<file path="config.mk">
export PLATFORM = sky130hd
export DESIGN_NAME = hash_engine_arbiter
export DESIGN_NICKNAME = d
export VERILOG_FILES = /design/src/rtl/hash_engine_arbiter.sv
export SDC_FILE = /design/constraint.sdc
export NUM_CORES = 1
export LEC_CHECK = 0
export ABC_AREA = 1
export CAP_MARGIN = 20
export CORE_AREA = 3 3 244 246
export DETAILED_ROUTE_END_ITERATION = 16
export DIE_AREA = 0 0 247 249
export DONT_BUFFER_PORTS = 1
export SKIP_LAST_GASP = 1
export SYNTH_ARGS = -nofsm -noshare
export SYNTH_HDL_FRONTEND = slang
export SYNTH_SLANG_ARGS = --single-unit
</file>
<file path="constraint.sdc">
create_clock -name clk -period 10.22 [get_ports clk]
set_clock_uncertainty 0.05 [all_clocks]
set_input_delay 2.044 -clock clk [delete_from_list [all_inputs] [get_ports clk]]
set_output_delay 2.044 -clock clk [all_outputs]
set_load 0.1 [all_outputs]
</file>
<file path="src/rtl/hash_engine_arbiter.sv">
// Round-robin arbiter that lends one shared SHA-256 engine to NUM_REQ requesters, one whole
// message per grant. Define ARB_TIMEOUT_EN to abort a message that stalls for TIMEOUT cycles.
module hash_engine_arbiter #(
  parameter int unsigned NUM_REQ = 2,
  parameter int unsigned DATA_W  = 32,
  parameter int unsigned TIMEOUT = 1024
) (
  input  logic                      clk,
  input  logic                      reset,
  input  logic [NUM_REQ*DATA_W-1:0] req_data,
  input  logic [NUM_REQ-1:0]        req_valid,
  input  logic [NUM_REQ-1:0]        req_last,
  output logic [NUM_REQ-1:0]        req_ready,
  output logic [NUM_REQ-1:0]        req_done,
  output logic [NUM_REQ-1:0]        req_err,
  output logic [255:0]              digest,
  output logic [NUM_REQ-1:0]        grant,
  output logic                      busy,
  output logic                      hash_start,
  output logic [DATA_W-1:0]         hash_data,
  output logic                      hash_valid,
  output logic                      hash_last,
  input  logic                      hash_ready,
  input  logic                      hash_complete,
  input  logic [255:0]              hash_result
);

  localparam int unsigned IdxW = (NUM_REQ > 1) ? $clog2(NUM_REQ) : 1;

  typedef enum logic [2:0] {StIdle, StStart, StStream, StWaitHash, StDone} state_e;

  state_e              r_state, w_state_next;
  logic [NUM_REQ-1:0]  r_grant, w_grant_next;
  logic [IdxW-1:0]     r_last_grant, w_last_grant_next;
  logic [31:0]         r_beat_cnt, w_beat_cnt_next;
  logic [255:0]        r_digest, w_digest_next;

  logic                w_pick_found;
  logic [IdxW-1:0]     w_pick_idx;
  logic [DATA_W-1:0]   w_word;
  logic                w_stream;
  logic                w_valid;
  logic                w_last;
  logic                w_beat;
  logic                w_timeout;

  // Scan starts one past the previous owner so every requester gets a turn.
  always_comb begin
    w_pick_found = 1'b0;
    w_pick_idx   = '0;
    for (int k = 1; k <= int'(NUM_REQ); k++) begin
      if (!w_pick_found && req_valid[(int'(r_last_grant) + k) % int'(NUM_REQ)]) begin
        w_pick_found = 1'b1;
        w_pick_idx   = IdxW'((int'(r_last_grant) + k) % int'(NUM_REQ));
      end
    end
  end

  always_comb begin
    w_word = '0;
    for (int i = 0; i < int'(NUM_REQ); i++) begin
      if (r_last_grant == IdxW'(i)) w_word = req_data[i*DATA_W +: DATA_W];
    end
  end

  assign w_stream = (r_state == StStream);
  assign w_valid  = w_stream && |(req_valid & r_grant);
  assign w_last   = w_valid && |(req_last & r_grant);
  assign w_beat   = w_valid && hash_ready;

`ifdef ARB_TIMEOUT_EN
  localparam int unsigned StallW = $clog2(TIMEOUT + 1);

  logic [StallW-1:0] r_stall, w_stall_next;

  // Counts consecutive cycles without progress; any other state leaves it cleared.
  always_comb begin
    w_stall_next = '0;
    w_timeout    = 1'b0;
    if ((w_stream && !w_beat) || (r_state == StWaitHash && !hash_complete)) begin
      if (r_stall == StallW'(TIMEOUT - 1)) w_timeout = 1'b1;
      else                                 w_stall_next = r_stall + 1'b1;
    end
  end

  always_ff @(posedge clk or posedge reset) begin
    if (reset) r_stall <= '0;
    else       r_stall <= w_stall_next;
  end
`else
  logic w_unused_timeout;
  assign w_unused_timeout = |TIMEOUT;
  assign w_timeout        = 1'b0;
`endif

  always_comb begin
    w_state_next      = r_state;
    w_grant_next      = r_grant;
    w_last_grant_next = r_last_grant;
    w_beat_cnt_next   = r_beat_cnt;
    w_digest_next     = r_digest;
    unique case (r_state)
      StIdle: begin
        if (w_pick_found) begin
          w_state_next      = StStart;
          w_grant_next      = NUM_REQ'(1) << w_pick_idx;
          w_last_grant_next = w_pick_idx;
        end
      end
      StStart: begin
        w_beat_cnt_next = '0;
        w_state_next    = StStream;
      end
      StStream: begin
        if (w_beat) begin
          if (r_beat_cnt != '1) w_beat_cnt_next = r_beat_cnt + 32'd1;
          if (w_last)           w_state_next    = StWaitHash;
        end else if (w_timeout) begin
          w_state_next = StIdle;
          w_grant_next = '0;
        end
      end
      StWaitHash: begin
        if (hash_complete) begin
          w_digest_next = hash_result;
          w_state_next  = StDone;
        end else if (w_timeout) begin
          w_state_next = StIdle;
          w_grant_next = '0;
        end
      end
      StDone: begin
        w_state_next = StIdle;
        w_grant_next = '0;
      end
      default: begin
        w_state_next = StIdle;
        w_grant_next = '0;
      end
    endcase
  end

  always_ff @(posedge clk or posedge reset) begin
    if (reset) begin
      r_state      <= StIdle;
      r_grant      <= '0;
      r_last_grant <= IdxW'(NUM_REQ - 1);
      r_beat_cnt   <= '0;
      r_digest     <= '0;
    end else begin
      r_state      <= w_state_next;
      r_grant      <= w_grant_next;
      r_last_grant <= w_last_grant_next;
      r_beat_cnt   <= w_beat_cnt_next;
      r_digest     <= w_digest_next;
    end
  end

  assign grant      = r_grant;
  assign busy       = (r_state != StIdle);
  assign digest     = r_digest;
  assign req_ready  = r_grant & {NUM_REQ{w_stream && hash_ready}};
  assign req_done   = (r_state == StDone) ? r_grant : '0;
  assign req_err    = w_timeout ? r_grant : '0;
  // The abort pulse doubles as an engine re-initialise to drop the partial message.
  assign hash_start = (r_state == StStart) || w_timeout;
  assign hash_data  = w_stream ? w_word : '0;
  assign hash_valid = w_valid;
  assign hash_last  = w_last;

endmodule

</file>
# ---- Word-level counts from Yosys, hierarchy flattened
# Index checks and enable logic that the tools add are counted.
dict set report totals {
  romBits 0
  latchBits 0
  regBits 262
  input_bits 328
  mem_bits_rw 0
  memories 0
}
dict set report classes {
  muxes 20
  add_sub_neg 2
  shifts 1
  order_cmp 2
  n_div 0
  bitwise_logic 6
  n_reduce_logical 15
  eq_ne 8
  multipliers 0
}
# cell n
set op_table {}
lappend op_table {{two-way mux 32 bit} 2}
lappend op_table {{two-way mux 3 bit} 4}
lappend op_table {{case mux 3 bit (4 select lines)} 1}
lappend op_table {{two-way mux 1 bit} 10}
lappend op_table {{AND 2 bit} 3}
lappend op_table {{equality test 3 x 2 -> 1 bit, second input constant} 2}
lappend op_table {{< comparator 2 x 3 -> 1 bit, second input constant} 2}
lappend op_table {{!= test 2 bit, second input constant} 3}
lappend op_table {{AND reduction 2 bit} 3}
lappend op_table {{logical AND 1 bit} 5}
lappend op_table {{two-way mux 2 bit} 2}
lappend op_table {{case mux 2 bit (2 select lines)} 1}
lappend op_table {{AND reduction 4 bit} 1}
lappend op_table {{OR reduction 2 bit} 2}
lappend op_table {{equality test 3 x 1 -> 1 bit, second input constant} 1}
lappend op_table {{equality test 3 bit, second input constant} 1}
lappend op_table {{logical NOT 3 bit} 1}
lappend op_table {{nonzero test 3 bit} 1}
lappend op_table {{OR reduction 3 bit} 1}
lappend op_table {{adder 1 bit, second input constant} 2}
lappend op_table {{AND 1 bit, first input constant} 2}
lappend op_table {{!= test 2 x 1 -> 1 bit, second input constant} 1}
lappend op_table {{<< shifter 1 x 1 -> 2 bit, first input constant} 1}
lappend op_table {{logical NOT 1 bit} 1}
lappend op_table {{NOT 1 bit} 1}

# ---- Longest topological paths before layout
dict set report logic_depth {
  depth_word 12
  depth_mapped 8
  ltp_nobuf 7
}

# ---- Worst setup path after synthesis
# OpenSTA, ideal clock, no wires.
dict set report synth_timing {
  path_type {input to output}
  start {input req_valid[1]}
  end {output hash_last}
  t_arrival_ns 4.576
  path_stages 3
  required_time_ns 8.126
  slack_ns 3.550
  path_cell_list {nand2_1 a21oi_1 and2_1}
}
dict set report synth_between {
  elab_chain_len 4
}
# element line
set synth_rtl {}
lappend synth_rtl {{start: declaration} 11} ;# input logic [NUM_REQ-1:0] req_valid,
lappend synth_rtl {{AND 2 bit} 67} ;# assign w_valid = w_stream && |(req_valid & r_grant);
lappend synth_rtl {{OR reduction 2 bit} 67}
lappend synth_rtl {{logical AND 1 bit} 67}
lappend synth_rtl {{net hash_valid} 21} ;# output logic hash_valid,
lappend synth_rtl {{logical AND 1 bit} 68} ;# assign w_last = w_valid && |(req_last & r_grant);
lappend synth_rtl {{end: declaration} 22} ;# output logic hash_last,
# The timed path passes the listed nets, and every way through them passes these cells.

# ---- Worst setup path in the final report
# Ends and elaborated chain as after synthesis.

==> run_results.csv <==
group,metric,value,unit
job,drv_cap,0,
critical_path,crit_type,"primary input to primary output",
die,io_pins,628,
sta,setup_viol,0,
sta,hold_viol_final,0,
final_layout,area_delta_synth_final,19.05,%
sta,setup_tns,0,ns
place,hpwl,24170,um
place,gp_congestion,0.8628,
routing,wl,32060,um
clock_tree,cts_resized,0,
place,port-buffer-count,0,
critical_path,cp_max_fo,3,
die,core,57590,um^2
die,die-area,61500,um^2
logic_synthesis,syn-cell-area,10480,um^2
logic_synthesis,ys_warn_count,0,
sta,drv_slew,0,
sta,fmax,179.9,MHz
routing,drt_iter0_drc,463,
logic_synthesis,synth.distinct_cells,19,
critical_path,cp-start-kind,"primary input",
final_layout,fill_cells,6308,
logic_synthesis,postSynthAreaPerCell,8.375,um^2
global_route,gr-total-overflow,0,
logic_synthesis,yosysSeqAreaShare,62.59,%
sta,relSlewSlack,19.71,%
worst_hold_path,hp-class,"register to register",
global_route,antenna_found_initial,1,
clock_tree,clk_latency,0.54,ns
sta,tightest_slew,1.205,ns
clock_tree,cts_sinks,262,
logic_synthesis,syn_inst,1251,
sta,timing.final.crit_share,54.38,%
critical_path,end_kind,"primary output",
critical_path,critical_path_arrival,3.46,ns
clock_tree,ctsHoldBuffers,0,
logic_synthesis,ys_ff_latch,262,
final_layout,postLayoutCoreUtil,21.66,%
die,start_util,18.19,%
outcome,status,"complete, no violations",
global_route,grt_pass1_vias,8054,
die,fp-row-count,88,
sta,grt_setup_unrepaired,"false",
routing,ant_nets,0,
final_layout,drive_gt1_share,9.565,%
global_route,grt_max_degree,144,
routing,drt-pass1-iter-count,6,
global_route,track_usage,9.575,%
routing,routedWlPerCell,15.78,um
die,die-height,249,um
clock_tree,cts_buffer_depth,3,
global_route,grt_first_pass_wirelength,46670,um
die,die_w,247,um
clock_tree,htreeDepth,1,
clock_tree,cts_buffers,29,
routing,vias,8011,
final_layout,nets,1573,
clock_tree,clock-root-buffer,"clkbuf_16",
sta,period_needed,5.558,ns
clock_tree,clk_pin_slew,0.05,ns
critical_path,worstPathRequired,8.13,ns
routing,drcViolationCount,0,
clock_tree,postCtsSetupBuffers,0,
clock_tree,cts_tree,"done",
routing,viasPerCell,3.944,
==> flip-flops by register name, summed over array words and instances (netlist names) <==
| name | count |
|---|---|
| digest | 256 |
| grant | 2 |
| r_last_grant | 1 |
| r_state | 3 |
==> final timing paths <==
| kind | end | startpoint | slack [ns] | cells past startpoint |
|---|---|---|---|---|
| setup reg to reg | digest[78] | r_state[1] | 7.56 | 7 |
| hold reg to reg | r_state[0] | r_state[2] | 0.56 | 3 |
| setup / recovery | hash_last | req_valid[1] | 4.66 | 4 |
| max in group asynchronous | digest[116] | reset | 6.83 | 3 |
| hold / removal | r_state[0] | r_state[2] | 0.56 | 3 |
| min in group asynchronous | digest[183] | reset | 1.35 | 1 |
==> through the flow <==
| step | area (um^2) | std cells | hold slack [ns] | setup slack, ns |
|---|---|---|---|---|
| finish | 12470 | 2031 | 0.5554 | 4.662 |
| global route | 12470 | 2031 | 0.6059 | 4.609 |
| CTS | 12400 | 2027 | 0.5616 | 4.624 |
| detailed placement | 11470 | 1976 | 0.5448 | 4.624 |
| global placement | 11460 | 1975 | 0.5304 | 4.614 |
| floorplan | 10480 | 1252 | 0.5007 | 0.9158 |
==> layer usage <==
metal  vias up  global-route usage (%)  wire length, um
met2       443                   16.72            15690
li1       3759                       -                -
met1      3744                   10.41            11700
met3        65                   3.283             3352
met4         0                   4.294             1310
met5         -                       0                0
==> placed cells by master (no fill, tap or decap), types with 2 or more instances in the layout <==
master	instances
a21oi_1	2
a21oi_2	33
buf_16	2
buf_4	26
bufinv_16	2
clkbuf_1	6
clkbuf_16	31
clkbuf_8	3
clkinv_2	5
clkinv_4	2
clkinvlp_4	2
conb_1	2
dfrtp_1	261
inv_1	9
inv_6	2
inv_8	2
nand2_1	849
nand3_1	5
nor2_1	5
nor2_2	3
nor3_2	2
o21ai_0	2
==> synthesized netlist by cell type <==
| library cell | instances | area share, % |
|---|---|---|
| nand4_2 | 1 | 0.12 |
| buf_2 | 40 | 1.9 |
| inv_1 | 10 | 0.36 |
| dfrtp_1 | 261 | 62 |
| nor2_1 | 8 | 0.29 |
| nand3_1 | 5 | 0.24 |
| a21boi_0 | 1 | 0.072 |
| dfstp_2 | 1 | 0.25 |
| inv_2 | 1 | 0.036 |
| clkbuf_1 | 8 | 0.29 |
| buf_4 | 22 | 1.6 |
| o21ai_0 | 2 | 0.096 |
| nand2_1 | 850 | 30 |
| a21oi_1 | 35 | 1.7 |
| conb_1 | 1 | 0.036 |
| or2_2 | 1 | 0.060 |
| o22ai_1 | 1 | 0.060 |
| and2_1 | 1 | 0.060 |
| nor3_1 | 2 | 0.096 |
==> kinds of logic after synthesis <==
group | Yosys count | synth area share (%)
AO/OA/AOI/OAI | 39 | 1.899
other | 1 | 0.03579
flip-flops | 262 | 62.59
buffers and inverters | 81 | 4.168
AND/OR/NAND/NOR | 868 | 31.31
==> critical path, cell delays in order <==
cell and delay (ns):
nand2_1 0.06, a21oi_2 0.19, buf_4 0.32, and2_1 0.83
==> layout make-up <==
| cell class | count | area [um^2] | area share, % |
|---|---|---|---|
| sequential | 262 | 6558 | 52.57 |
| antenna | 1 | 2.502 | 0.02006 |
| clock buffer | 38 | 789.5 | 6.330 |
| tap | 765 | 957.2 | 7.674 |
| multi-input combinational | 909 | 3640 | 29.18 |
| clock inverter | 13 | 135.1 | 1.083 |
| inverter | 11 | 56.30 | 0.4514 |
| timing repair buffer | 32 | 335.3 | 2.688 |
Power is not shown: default switching activity piles up to over one toggle a cycle in this logic, so the estimate is an artifact.
